`config.mk`:
```
export PLATFORM = sky130hd
export DESIGN_NAME = xgs_spi_arbiter_flat
export DESIGN_NICKNAME = d
export VERILOG_FILES = /design/src/rtl/xgs_spi_arbiter_if.sv /design/src/rtl/xgs_spi_arbiter.sv /design/src/flat_wrapper.sv
export SDC_FILE = /design/constraint.sdc
export NUM_CORES = 1
export LEC_CHECK = 0
export ABC_AREA = 1
export BUFFER_PORTS_ARGS = -buffer_cell sky130_fd_sc_hd__clkbuf_2
export CELL_PAD_IN_SITES_DETAIL_PLACEMENT = 0
export CELL_PAD_IN_SITES_GLOBAL_PLACEMENT = 1
export CORE_ASPECT_RATIO = 0.6
export CORE_MARGIN = 2
export CORE_UTILIZATION = 33
export DETAILED_ROUTE_END_ITERATION = 7
export HOLD_SLACK_MARGIN = 0.08
export PLACE_DENSITY = 0.93
export SKIP_LAST_GASP = 1
export SLEW_MARGIN = 20
export SYNTH_ARGS = -nofsm -noshare
export SYNTH_HDL_FRONTEND = slang
export SYNTH_SLANG_ARGS = --single-unit
```
`constraint.sdc`:
```
create_clock -name sys_clk -period 1.85 [get_ports sys_clk]
set_input_delay 0.37 -clock sys_clk [delete_from_list [all_inputs] [get_ports sys_clk]]
set_output_delay 0.37 -clock sys_clk [all_outputs]
set_load 0.05 [all_outputs]
```
`src/rtl/xgs_spi_arbiter_if.sv`:
```
// Bus bundle between the XGS SPI arbiter, its two requesters (host, sequencer) and the SPI master.
// "master" is the arbiter's own view; "slave" is the view of everything connected around it.
interface xgs_spi_arbiter_if #(
  parameter int ADDR_W = 15,
  parameter int DATA_W = 16
);
  logic              hreq_valid;
  logic              hreq_rnw;
  logic [ADDR_W-1:0] hreq_addr;
  logic [DATA_W-1:0] hreq_wdata;
  logic              hreq_ready;
  logic              hrsp_valid;
  logic [DATA_W-1:0] hrsp_rdata;
  logic              hrsp_err;

  logic              sreq_valid;
  logic              sreq_rnw;
  logic [ADDR_W-1:0] sreq_addr;
  logic [DATA_W-1:0] sreq_wdata;
  logic              sreq_ready;
  logic              srsp_valid;
  logic [DATA_W-1:0] srsp_rdata;
  logic              srsp_err;

  logic              spi_cmd_valid;
  logic              spi_cmd_ready;
  logic              spi_cmd_rnw;
  logic [ADDR_W-1:0] spi_cmd_addr;
  logic [DATA_W-1:0] spi_cmd_wdata;
  logic              spi_rsp_valid;
  logic [DATA_W-1:0] spi_rsp_rdata;

  modport master (
    input  hreq_valid, hreq_rnw, hreq_addr, hreq_wdata,
    output hreq_ready, hrsp_valid, hrsp_rdata, hrsp_err,
    input  sreq_valid, sreq_rnw, sreq_addr, sreq_wdata,
    output sreq_ready, srsp_valid, srsp_rdata, srsp_err,
    output spi_cmd_valid, spi_cmd_rnw, spi_cmd_addr, spi_cmd_wdata,
    input  spi_cmd_ready, spi_rsp_valid, spi_rsp_rdata
  );

  modport slave (
    output hreq_valid, hreq_rnw, hreq_addr, hreq_wdata,
    input  hreq_ready, hrsp_valid, hrsp_rdata, hrsp_err,
    output sreq_valid, sreq_rnw, sreq_addr, sreq_wdata,
    input  sreq_ready, srsp_valid, srsp_rdata, srsp_err,
    input  spi_cmd_valid, spi_cmd_rnw, spi_cmd_addr, spi_cmd_wdata,
    output spi_cmd_ready, spi_rsp_valid, spi_rsp_rdata
  );
endinterface

```
`src/rtl/xgs_spi_arbiter.sv`:
```
// Round-robin arbiter granting the host or the sequencer access to a single SPI master,
// with one transaction outstanding and a response timeout.
module xgs_spi_arbiter #(
  parameter int ADDR_W  = 15,
  parameter int DATA_W  = 16,
  parameter int TMO_CYC = 4096
) (
  input  logic               sys_clk,
  input  logic               sys_reset_n,
  xgs_spi_arbiter_if.master  bus,
  output logic               arb_busy,
  output logic               arb_owner
);

  localparam int CNT_W = (TMO_CYC > 2) ? $clog2(TMO_CYC) : 1;
  localparam logic [CNT_W-1:0] TMO_LAST = CNT_W'(TMO_CYC - 1);

  typedef enum logic [1:0] {IDLE, ISSUE, WAIT_RSP, RESP} state_t;

  state_t            r_state;
  state_t            w_next;
  logic              w_grant_h;
  logic              w_grant_s;
  logic              w_tmo;
  logic              w_hrsp_valid;
  logic              w_srsp_valid;

  logic              r_hreq_ready;
  logic              r_sreq_ready;
  logic              r_owner;
  logic              r_last_seq;
  logic              r_rnw;
  logic [ADDR_W-1:0] r_addr;
  logic [DATA_W-1:0] r_wdata;
  logic [DATA_W-1:0] r_rdata;
  logic              r_err;
  logic [CNT_W-1:0]  r_tmo_cnt;

  assign w_tmo = (r_tmo_cnt == TMO_LAST);

  // Ties go to whoever was not granted last; a lone requester always wins.
  always_comb begin
    w_next    = r_state;
    w_grant_h = 1'b0;
    w_grant_s = 1'b0;
    unique case (r_state)
      IDLE: begin
        if (bus.hreq_valid && (!bus.sreq_valid || r_last_seq)) begin
          w_grant_h = 1'b1;
          w_next    = ISSUE;
        end else if (bus.sreq_valid) begin
          w_grant_s = 1'b1;
          w_next    = ISSUE;
        end
      end
      ISSUE: begin
        if (w_tmo)                  w_next = RESP;
        else if (bus.spi_cmd_ready) w_next = WAIT_RSP;
      end
      WAIT_RSP: begin
        if (bus.spi_rsp_valid || w_tmo) w_next = RESP;
      end
      RESP: w_next = IDLE;
    endcase
  end

  always_ff @(posedge sys_clk or negedge sys_reset_n) begin
    if (!sys_reset_n) begin
      r_state      <= IDLE;
      r_hreq_ready <= 1'b0;
      r_sreq_ready <= 1'b0;
      r_owner      <= 1'b0;
      r_last_seq   <= 1'b1;
      r_rnw        <= 1'b0;
      r_addr       <= '0;
      r_wdata      <= '0;
      r_rdata      <= '0;
      r_err        <= 1'b0;
      r_tmo_cnt    <= '0;
    end else begin
      r_state      <= w_next;
      r_hreq_ready <= w_grant_h;
      r_sreq_ready <= w_grant_s;
      if (w_grant_h || w_grant_s) begin
        r_owner    <= w_grant_s;
        r_last_seq <= w_grant_s;
        r_rnw      <= w_grant_s ? bus.sreq_rnw   : bus.hreq_rnw;
        r_addr     <= w_grant_s ? bus.sreq_addr  : bus.hreq_addr;
        r_wdata    <= w_grant_s ? bus.sreq_wdata : bus.hreq_wdata;
        r_rdata    <= '0;
        r_err      <= 1'b0;
        r_tmo_cnt  <= '0;
      end
      if (r_state == ISSUE || r_state == WAIT_RSP) begin
        r_tmo_cnt <= r_tmo_cnt + 1'b1;
      end
      // A response landing on the timeout cycle still counts as a normal completion.
      if (r_state == WAIT_RSP && bus.spi_rsp_valid) begin
        r_rdata <= r_rnw ? bus.spi_rsp_rdata : '0;
        r_err   <= 1'b0;
      end else if ((r_state == ISSUE || r_state == WAIT_RSP) && w_tmo) begin
        r_rdata <= '0;
        r_err   <= 1'b1;
      end
    end
  end

  assign w_hrsp_valid      = (r_state == RESP) && !r_owner;
  assign w_srsp_valid      = (r_state == RESP) &&  r_owner;

  assign bus.hreq_ready    = r_hreq_ready;
  assign bus.hrsp_valid    = w_hrsp_valid;
  assign bus.hrsp_rdata    = w_hrsp_valid ? r_rdata : '0;
  assign bus.hrsp_err      = w_hrsp_valid & r_err;

  assign bus.sreq_ready    = r_sreq_ready;
  assign bus.srsp_valid    = w_srsp_valid;
  assign bus.srsp_rdata    = w_srsp_valid ? r_rdata : '0;
  assign bus.srsp_err      = w_srsp_valid & r_err;

  assign bus.spi_cmd_valid = (r_state == ISSUE);
  assign bus.spi_cmd_rnw   = r_rnw;
  assign bus.spi_cmd_addr  = r_addr;
  assign bus.spi_cmd_wdata = r_wdata;

  assign arb_busy          = (r_state != IDLE);
  assign arb_owner         = r_owner;

endmodule
```
`src/flat_wrapper.sv`:
```
// flat-port wrapper written by rule: the top's interface ports become plain ports
module xgs_spi_arbiter_flat 
#(
  parameter int ADDR_W  = 15,
  parameter int DATA_W  = 16,
  parameter int TMO_CYC = 4096
)
  (sys_clk, sys_reset_n, arb_busy, arb_owner, bus_hreq_valid, bus_hreq_rnw, bus_hreq_addr, bus_hreq_wdata, bus_hreq_ready, bus_hrsp_valid, bus_hrsp_rdata, bus_hrsp_err, bus_sreq_valid, bus_sreq_rnw, bus_sreq_addr, bus_sreq_wdata, bus_sreq_ready, bus_srsp_valid, bus_srsp_rdata, bus_srsp_err, bus_spi_cmd_valid, bus_spi_cmd_rnw, bus_spi_cmd_addr, bus_spi_cmd_wdata, bus_spi_cmd_ready, bus_spi_rsp_valid, bus_spi_rsp_rdata);
  xgs_spi_arbiter_if #(.ADDR_W(ADDR_W), .DATA_W(DATA_W)) bus_i ();
  input  logic sys_clk;
  input  logic sys_reset_n;
  output logic arb_busy;
  output logic arb_owner;
  input wire logic [$bits(bus_i.hreq_valid)-1:0] bus_hreq_valid;
  input wire logic [$bits(bus_i.hreq_rnw)-1:0] bus_hreq_rnw;
  input wire logic [$bits(bus_i.hreq_addr)-1:0] bus_hreq_addr;
  input wire logic [$bits(bus_i.hreq_wdata)-1:0] bus_hreq_wdata;
  output wire logic [$bits(bus_i.hreq_ready)-1:0] bus_hreq_ready;
  output wire logic [$bits(bus_i.hrsp_valid)-1:0] bus_hrsp_valid;
  output wire logic [$bits(bus_i.hrsp_rdata)-1:0] bus_hrsp_rdata;
  output wire logic [$bits(bus_i.hrsp_err)-1:0] bus_hrsp_err;
  input wire logic [$bits(bus_i.sreq_valid)-1:0] bus_sreq_valid;
  input wire logic [$bits(bus_i.sreq_rnw)-1:0] bus_sreq_rnw;
  input wire logic [$bits(bus_i.sreq_addr)-1:0] bus_sreq_addr;
  input wire logic [$bits(bus_i.sreq_wdata)-1:0] bus_sreq_wdata;
  output wire logic [$bits(bus_i.sreq_ready)-1:0] bus_sreq_ready;
  output wire logic [$bits(bus_i.srsp_valid)-1:0] bus_srsp_valid;
  output wire logic [$bits(bus_i.srsp_rdata)-1:0] bus_srsp_rdata;
  output wire logic [$bits(bus_i.srsp_err)-1:0] bus_srsp_err;
  output wire logic [$bits(bus_i.spi_cmd_valid)-1:0] bus_spi_cmd_valid;
  output wire logic [$bits(bus_i.spi_cmd_rnw)-1:0] bus_spi_cmd_rnw;
  output wire logic [$bits(bus_i.spi_cmd_addr)-1:0] bus_spi_cmd_addr;
  output wire logic [$bits(bus_i.spi_cmd_wdata)-1:0] bus_spi_cmd_wdata;
  input wire logic [$bits(bus_i.spi_cmd_ready)-1:0] bus_spi_cmd_ready;
  input wire logic [$bits(bus_i.spi_rsp_valid)-1:0] bus_spi_rsp_valid;
  input wire logic [$bits(bus_i.spi_rsp_rdata)-1:0] bus_spi_rsp_rdata;
  assign bus_i.hreq_valid = bus_hreq_valid;
  assign bus_i.hreq_rnw = bus_hreq_rnw;
  assign bus_i.hreq_addr = bus_hreq_addr;
  assign bus_i.hreq_wdata = bus_hreq_wdata;
  assign bus_hreq_ready = bus_i.hreq_ready;
  assign bus_hrsp_valid = bus_i.hrsp_valid;
  assign bus_hrsp_rdata = bus_i.hrsp_rdata;
  assign bus_hrsp_err = bus_i.hrsp_err;
  assign bus_i.sreq_valid = bus_sreq_valid;
  assign bus_i.sreq_rnw = bus_sreq_rnw;
  assign bus_i.sreq_addr = bus_sreq_addr;
  assign bus_i.sreq_wdata = bus_sreq_wdata;
  assign bus_sreq_ready = bus_i.sreq_ready;
  assign bus_srsp_valid = bus_i.srsp_valid;
  assign bus_srsp_rdata = bus_i.srsp_rdata;
  assign bus_srsp_err = bus_i.srsp_err;
  assign bus_spi_cmd_valid = bus_i.spi_cmd_valid;
  assign bus_spi_cmd_rnw = bus_i.spi_cmd_rnw;
  assign bus_spi_cmd_addr = bus_i.spi_cmd_addr;
  assign bus_spi_cmd_wdata = bus_i.spi_cmd_wdata;
  assign bus_i.spi_cmd_ready = bus_spi_cmd_ready;
  assign bus_i.spi_rsp_valid = bus_spi_rsp_valid;
  assign bus_i.spi_rsp_rdata = bus_spi_rsp_rdata;
  xgs_spi_arbiter #(.ADDR_W(ADDR_W), .DATA_W(DATA_W), .TMO_CYC(TMO_CYC)) u_core (.sys_clk(sys_clk), .sys_reset_n(sys_reset_n), .bus(bus_i), .arb_busy(arb_busy), .arb_owner(arb_owner));
endmodule
```
# Word level (Yosys, flattened, before mapping)
# Index checks and enable logic that the tools add are counted.
[word_totals]
inputBits = 86
regBits = 67
[op_classes]
n_addsub = 1
eq_ne = 7
reduce_logical = 16
n_mux = 25
bitwise_logic = 2
[ops]
columns = ["cell", "n"]
rows = [
  ["2-to-1 mux 16 bit", 7],
  ["2-to-1 mux 12 bit", 2],
  ["2-to-1 mux 15 bit", 1],
  ["adder 12 x 1 -> 12 bit, second input constant", 1],
  ["equality test 12 bit, second input constant", 1],
  ["2-to-1 mux 2 bit", 5],
  ["2-to-1 mux 1 bit", 9],
  ["one-hot mux 2 bit (4 select lines)", 1],
  ["logical AND 1 bit", 5],
  ["equality test 2 bit, second input constant", 2],
  ["logical OR 1 bit", 4],
  ["nonzero test 2 bit", 2],
  ["inequality test 3 x 1 -> 1 bit, second input constant", 1],
  ["inequality test 3 x 2 -> 1 bit, second input constant", 1],
  ["AND reduction 3 bit", 1],
  ["nonzero test 3 bit", 1],
  ["bitwise AND 1 bit", 2],
  ["equality test 2 x 1 -> 1 bit, second input constant", 1],
  ["logical NOT 1 bit", 2],
  ["logical NOT 2 bit", 1],
  ["inequality test 2 x 1 -> 1 bit, second input constant", 1],
]

# Longest topological paths before layout
# Gate-level depths: netlist (run 1).
[depth]
depth_word = 9
ltp_mapped = 9

# Worst setup path after synthesis (run 1)
# No wires, ideal clock.
[synth_path]
kind = "register -> output"
startpoint = "register u_core.r_owner, in the netlist u_core.arb_owner"
endpoint = "output port bus_srsp_rdata[10]"
stages_incl_launch_ff = 4
required_ns = 1.480
t_arrival_ns = 1.794
n_path_buf = 1
slack_ns = -0.314
cell_sequence = "dfrtp_1 nand2_1 clkbuf_1 nor2_1"
[synth_between]
elab_chain_len = 2
[synth_rtl]
columns = ["element", "line", "source"]
rows = [
  ["from (decl)", "xgs_spi_arbiter.sv:30", "logic r_owner;"],
  ["from (signal assigned)", "xgs_spi_arbiter.sv:85", "r_owner <= w_grant_s;"],
  ["logical AND 1 bit", "xgs_spi_arbiter.sv:109", "assign w_srsp_valid = (r_state == RESP) && r_owner;"],
  ["2-to-1 mux 16 bit", "xgs_spi_arbiter.sv:118", "assign bus.srsp_rdata = w_srsp_valid ? r_rdata : '0;"],
  ["to (decl)", "flat_wrapper.sv:28", "output wire logic [$bits(bus_i.srsp_rdata)-1:0] bus_srsp_rdata;"],
]
# Every way passes these cells.

# Worst setup path in the final report (run 1)
[layout_path]
startpoint = "register u_core.r_state[0]"
endpoint = "output port bus_srsp_err"
[layout_between]
elab_chain_len = 3
[layout_rtl]
columns = ["element", "line", "source"]
rows = [
  ["from (decl)", "xgs_spi_arbiter.sv:20", "state_t r_state;"],
  ["from (signal assigned)", "xgs_spi_arbiter.sv:81", "r_state <= w_next;"],
  ["equality test 2 bit", "xgs_spi_arbiter.sv:109", ""],
  ["logical AND 1 bit", "xgs_spi_arbiter.sv:109", ""],
  ["bitwise AND 1 bit", "xgs_spi_arbiter.sv:119", "assign bus.srsp_err = w_srsp_valid & r_err;"],
  ["to (decl)", "flat_wrapper.sv:29", "output wire logic [$bits(bus_i.srsp_err)-1:0] bus_srsp_err;"],
]
# Every way passes these cells.

==> results of run 1 <==
[per-layer routing]
layer,global-route usage,part of all wire
met5,0,0
met4,0.06211,0.022
met3,0.06543,0.090
met2,0.2810,0.45
met1,0.2476,0.44
[power by group]
| part | switching (mW) | leakage (nW) | internal, mW |
|---|---|---|---|
| Clock | 0.646 | 0.149 | 1.18 |
| Sequential | 0.366 | 0.860 | 2.07 |
| Combinational | 3.58 | 1.52 | 1.45 |
[area by class of cell]
type                    instances  area [µm²]
clock inverters                 6       88.84
inverters                      40       157.7
well taps                     135       168.9
multi-input cells             283        1602
repair buffers                178        1341
flip-flops and latches         67        1679
clock buffers                  10       229.0
fillers                       906        4613
[per-stage QoR]
step | setup WS [ns] | utilization
floorplan | 0.03963 | -
global placement | 0.1279 | 0.4431
detailed placement | 0.01769 | 0.4431
CTS | -0.05364 | 0.5058
global route | -0.06950 | 0.5331
finish | -0.02060 | 0.5331
[flip-flops by register name, indices dropped and copies added (netlist names), 2 cells and up]
| register | count |
|---|---|
| u_core.r_tmo_cnt | 12 |
| u_core.bus.spi_cmd_addr | 15 |
| u_core.r_rdata | 16 |
| u_core.r_state | 2 |
| u_core.bus.spi_cmd_wdata | 16 |
[worst max-delay path, stage by stage, from the launching register on]
cell	delay (ns)
dfrtp_1	0.39
ha_4	0.19
nand2_4	0.09
buf_12	0.15
nor2_1	0.12
buf_4	0.22
[how the worst max path moves through the flow]
stage	slack, ns	startpoint	end
after CTS	-0.05	u_core.r_state[1]	bus_spi_cmd_valid
after detailed placement	0.02	u_core.r_state[0]	u_core.r_tmo_cnt[7]
after global routing	-0.07	u_core.r_state[0]	bus_hrsp_rdata[2]
final	-0.02	u_core.r_state[0]	bus_srsp_err
after floorplan	0.04	u_core.arb_owner	bus_srsp_rdata[10]
after global placement	0.13	u_core.r_state[0]	u_core.r_tmo_cnt[7]
[cells in the mapped netlist, types with 3 or more instances]
cell type	number
buf_2	7
o21ai_0	50
inv_2	8
nand3_1	28
dfrtp_1	66
ha_1	6
a21oi_1	5
nand2_1	58
nor2_1	74
inv_1	32
nand2_2	5
nor2_4	3
clkbuf_1	9
o21ai_1	31
o21ai_2	10
[repair_timing]
item,CTS,global route
cloned,1,2
setup buffers,2,4
endpoints found under the setup margin,37,94
gates resized for setup,67,82
endpoints found under the hold margin,7,0
pin swaps,1,2
hold buffers,1,0
[logic make-up after synthesis]
logic type,count (synthesis)
AO/OA/AOI/OAI,104
adder cells (fa/ha/maj),6
buffers and inverters,59
flip-flops,67
multiplexers,1
AND/OR/NAND/NOR,172
==> flow_summary.ini, run 1 <==
[hold_path]
min_to = u_core.bus.hreq_ready
hp-start = bus_sreq_valid
hp-class = in2reg
min_path_cells = 2

[clock_tree]
clock_path_buffers = 2
clk_pin_slew_worst_paths_ns = 0.05
htree_levels = 3
cts_root_buffer = clkbuf_16
worstSkewPairLatency_ns = 0.34
cts_tree = built
cts_inserted_buffers = 9
clock-sinks = 67

[timing]
final.setup_skew_ns = 0.005394
maxSlewViolCount = 0
timing.final.crit_share = 1.011
fin_hold_ws_ns = 0.2444
grt_setup_unrepaired = yes
min_period_ns = 1.871
max_freq_ghz = 0.5346
fin_ws_ns = -0.02060
worst_pin_slew_ns = 0.3396
maxSlewHeadroom = 0.7727
finalHoldViolCount = 0
setup_viol = 5
setup_tns_ns = -0.07246

[logic_synthesis]
synth-edff-count = 0
syn-cell-area_um2 = 3353
syn-num-nets = 501
synth_simple_gate_area_frac = 0.2228
synth_cell_types = 31
synth_warnings = 0
synth_cells = 409
synth.ff_latch_count = 67
yosysTopAreaCell = dfrtp_1
synth_top_family_by_area = simple AND/OR/NAND/NOR gates
synth_xor_area_frac = 0
synthFlopType = dfrtp_1
synth_area_leaders = dfrtp_1 (49%), nor2_1 (8.3%), o21ai_0 (7.5%)
async_flop_share = 1.000
synth_top_area_share = 0.4925
synth_fa_ha_area_frac = 0.02239
synthMuxAreaShare = 0.002985
syn_area_per_cell_um2 = 8.199
yosysSeqAreaShare = 0.5004
synth_compound_area_frac = 0.1772

[cells_and_area]
nets = 671
drive_gt1_frac = 0.4435
n_antenna_cell = 0
fin_area_um2 = 5266
final_cell_mix = clkbuf_2 (119), dfrtp_1 (65), nand2_1 (55), o21ai_0 (49), nor2_1 (48)
area_growth_syn_to_layout_pct = 57.05
mostFrequentLayoutCell = clkbuf_2
fin_cells = 719

[worst_setup_path]
r2r_end = u_core.r_rdata[5]
r2r_slack_ns = 0.08
cp-start-kind = flip-flop
cp-end-kind = output pin
cp.arrival_ns = 1.50
cp_max_fo = 9
regToRegStartpoint = u_core.r_state[0]
reg2regPathDepth = 9
critPathRequiredTime_ns = 1.48
critPathKind = reg2out

[global_route]
antenna_found_initial = 0
grt_pass1_vias = 3201
grt_pass1_wl_mm = 15.77
grt.overflow.total = 0
grt.total_usage = 0.1850
grt_max_degree = 51

[placement]
dp.final_hpwl_mm = 7.079
place_area_um2 = 4378
port_buffers = 158
placedCellCount = 693
gp_congestion = 0.8223

[route]
routed_wl_mm = 10.69
drtAntennaViolNets = 0
num_vias = 3509
drtIter0Drc = 241
wl_per_cell_um = 14.87
drt-pass1-iter-count = 6
viasPerCell = 4.880
drc = 0

[die]
dieArea_um2 = 11010
core_area_um2 = 9879
io_pins = 159
num_rows = 28
die_y_um = 82.08
chipWidth_um = 134.1
initial_core_util = 0.3394

[pwr]
power_leakage_nw = 2.532
ir_worst_vdd_mv = 0.7603
power_density_nw_per_um2 = 1765
p_total_mw = 9.293

[run_status]
violations = setup timing
status = finished with violations

[flow_run]
drv_cap = 0
No activity file was read; power rests on OpenSTA's default activity.
==> run 2: changes to the inputs <==
==> constraint.sdc (replaced) <==
create_clock -name sys_clk -period 1.85 [get_ports sys_clk]
set_input_delay 0.185 -clock sys_clk [delete_from_list [all_inputs] [get_ports sys_clk]]
set_output_delay 0.185 -clock sys_clk [all_outputs]
set_load 0.05 [all_outputs]
==> run 2 against run 1 <==
  * The flow now finishes without violations
  * Sequential share of layout area is 3.8 points higher
  * Critical path depth stayed put
  * Combinational power is 13% lower
  * Sequential power hardly changed
  * Register-to-register slack better by 0.04 ns
  * Wire length is 11% lower
==> flow_summary.ini, run 2 (synthesis results as in run 1) <==
[global_route]
grt_pass1_vias = 3135
grt.overflow.total = 0
grt.total_usage = 0.1797
grt_max_degree = 68
antenna_found_initial = 0
grt_pass1_wl_mm = 15.28

[route]
num_vias = 3268
drtIter0Drc = 175
drt-pass1-iter-count = 4
viasPerCell = 4.609
routed_wl_mm = 9.485
drtAntennaViolNets = 0
drc = 0
wl_per_cell_um = 13.38

[die]
die_y_um = 82.08
dieArea_um2 = 11010
core_area_um2 = 9879
chipWidth_um = 134.1
initial_core_util = 0.3394
io_pins = 159
num_rows = 28

[run_status]
status = completed

[worst_setup_path]
r2r_end = u_core.r_tmo_cnt[8]
reg2regPathDepth = 9
startpoint = u_core.r_state[0]
cp-endpoint = bus_hrsp_rdata[0]
cp_max_fo = 18
regToRegStartpoint = u_core.r_state[1]
r2r_slack_ns = 0.12
critPathKind = reg2out
cp.arrival_ns = 1.58
cp-start-kind = flip-flop
critPathRequiredTime_ns = 1.66
cp-end-kind = output pin

[cells_and_area]
fin_cells = 709
nets = 662
mostFrequentLayoutCell = clkbuf_2
final_cell_mix = clkbuf_2 (145), nor2_1 (68), dfrtp_1 (65), nand2_1 (58), o21ai_0 (50)
fin_area_um2 = 4708
n_antenna_cell = 0
area_growth_syn_to_layout_pct = 40.41
drive_gt1_frac = 0.3850

[pwr]
swShare = 0.4899
intPower_mw = 4.458
power_density_nw_per_um2 = 1856
p_clk_frac = 0.222
ir_worst_vdd_mv = 0.8623
pwr-share-seq = 0.279
p_comb_frac = 0.499
p_sw_mw = 4.282
power_leakage_nw = 2.385

[clock_tree]
cts_inserted_buffers = 9
worstSkewPairLatency_ns = 0.33
clock_path_buffers = 2
htree_levels = 3
post-cts-setup-buffers = 0
clk_pin_slew_worst_paths_ns = 0.06
clock-sinks = 67
cts_root_buffer = clkbuf_16
cts_tree = built

[timing]
maxSlewHeadroom = 0.7492
timing.final.crit_share = 0.9564
fin_ws_ns = 0.08062
setup_viol = 0
grt_setup_unrepaired = yes
final.setup_skew_ns = 0.009270
worst_pin_slew_ns = 0.3763
setup_tns_ns = 0
maxSlewViolCount = 0
fin_hold_ws_ns = 0.09287
min_period_ns = 1.769
finalHoldViolCount = 0
max_freq_ghz = 0.5652

[placement]
gp_congestion = 0.8115
port_buffers = 158
post-place-ws_ns = 0.02919
place_area_um2 = 4322
placedCellCount = 692
dp.final_hpwl_mm = 7.160

[hold_path]
hp-class = in2reg

[flow_run]
drv_cap = 0
run 2: cell types whose count changed in the layout (fill, tap and decap cells not counted), moves of 7 or more:
cell and delta:
buf_4 -8, buf_6 -16, nor2_4 -13, clkbuf_2 +26, nor2_1 +20, buf_8 -15
nor2_2 -7, buf_2 +8
run 2: layer usage:
layer,wire [µm],track usage
met2,4366,0.2836
met1,4356,0.2327
met5,0,0
met4,89,0.05053
met3,673,0.06914
run 2: power by group through the flow:
stage	combinational (mW)	sequential, mW	clock, mW
floorplan	2.02	3.65	0
global placement	4.27	2.42	0
detailed placement	4.38	2.44	0
CTS	4.38	2.43	1.98
global route	4.76	2.51	2.05
finish	4.37	2.44	1.94
run 2: cell type report:
type                    count  area (µm²)
flip-flops and latches     67        1679
fillers                  1002        5171
clock inverters             6       113.9
repair buffers            169       924.6
inverters                  40       155.1
multi-input cells         283        1441
clock buffers               9       225.2
well taps                 135       168.9
run 2: stage by stage:
| step | util | power (mW) |
|---|---|---|
| 3_3_place_gp | 0.4374 | 6.691 |
| 3_5_place_dp | 0.4374 | 6.815 |
| 6_report | 0.4766 | 8.740 |
| 4_1_cts | 0.4738 | 8.792 |
| 5_1_grt | 0.4766 | 9.323 |
| 2_1_floorplan | - | 5.668 |
run 2: repair_timing:
item,in CTS,in global routing
endpoints found under the hold margin,67,0
gates resized for setup,0,24
setup endpoints to repair,0,73
hold buffers,2,0
run 2: worst min-delay path by stage:
| stage | slack, ns | to | from | cells past startpoint |
|---|---|---|---|---|
| 2_1_floorplan | -0.11 | u_core.arb_owner | sys_reset_n | 0 |
| 3_3_place_gp | 0.24 | u_core.bus.spi_cmd_wdata[11] | sys_reset_n | 2 |
| 3_5_place_dp | 0.24 | u_core.r_state[0] | sys_reset_n | 2 |
| 4_1_cts | 0.08 | u_core.r_rdata[12] | bus_spi_rsp_rdata[12] | 3 |
| 5_1_grt | 0.09 | u_core.r_rdata[13] | bus_spi_rsp_rdata[13] | 3 |
| 6_report | 0.09 | u_core.r_rdata[12] | bus_spi_rsp_rdata[12] | 3 |
run 2: worst max-delay path: stages, from the launching register on:
cell	delay (ns)
dfrtp_2	0.43
ha_1	0.23
nand2_1	0.09
buf_6	0.20
nor2_1	0.07
clkbuf_2	0.23
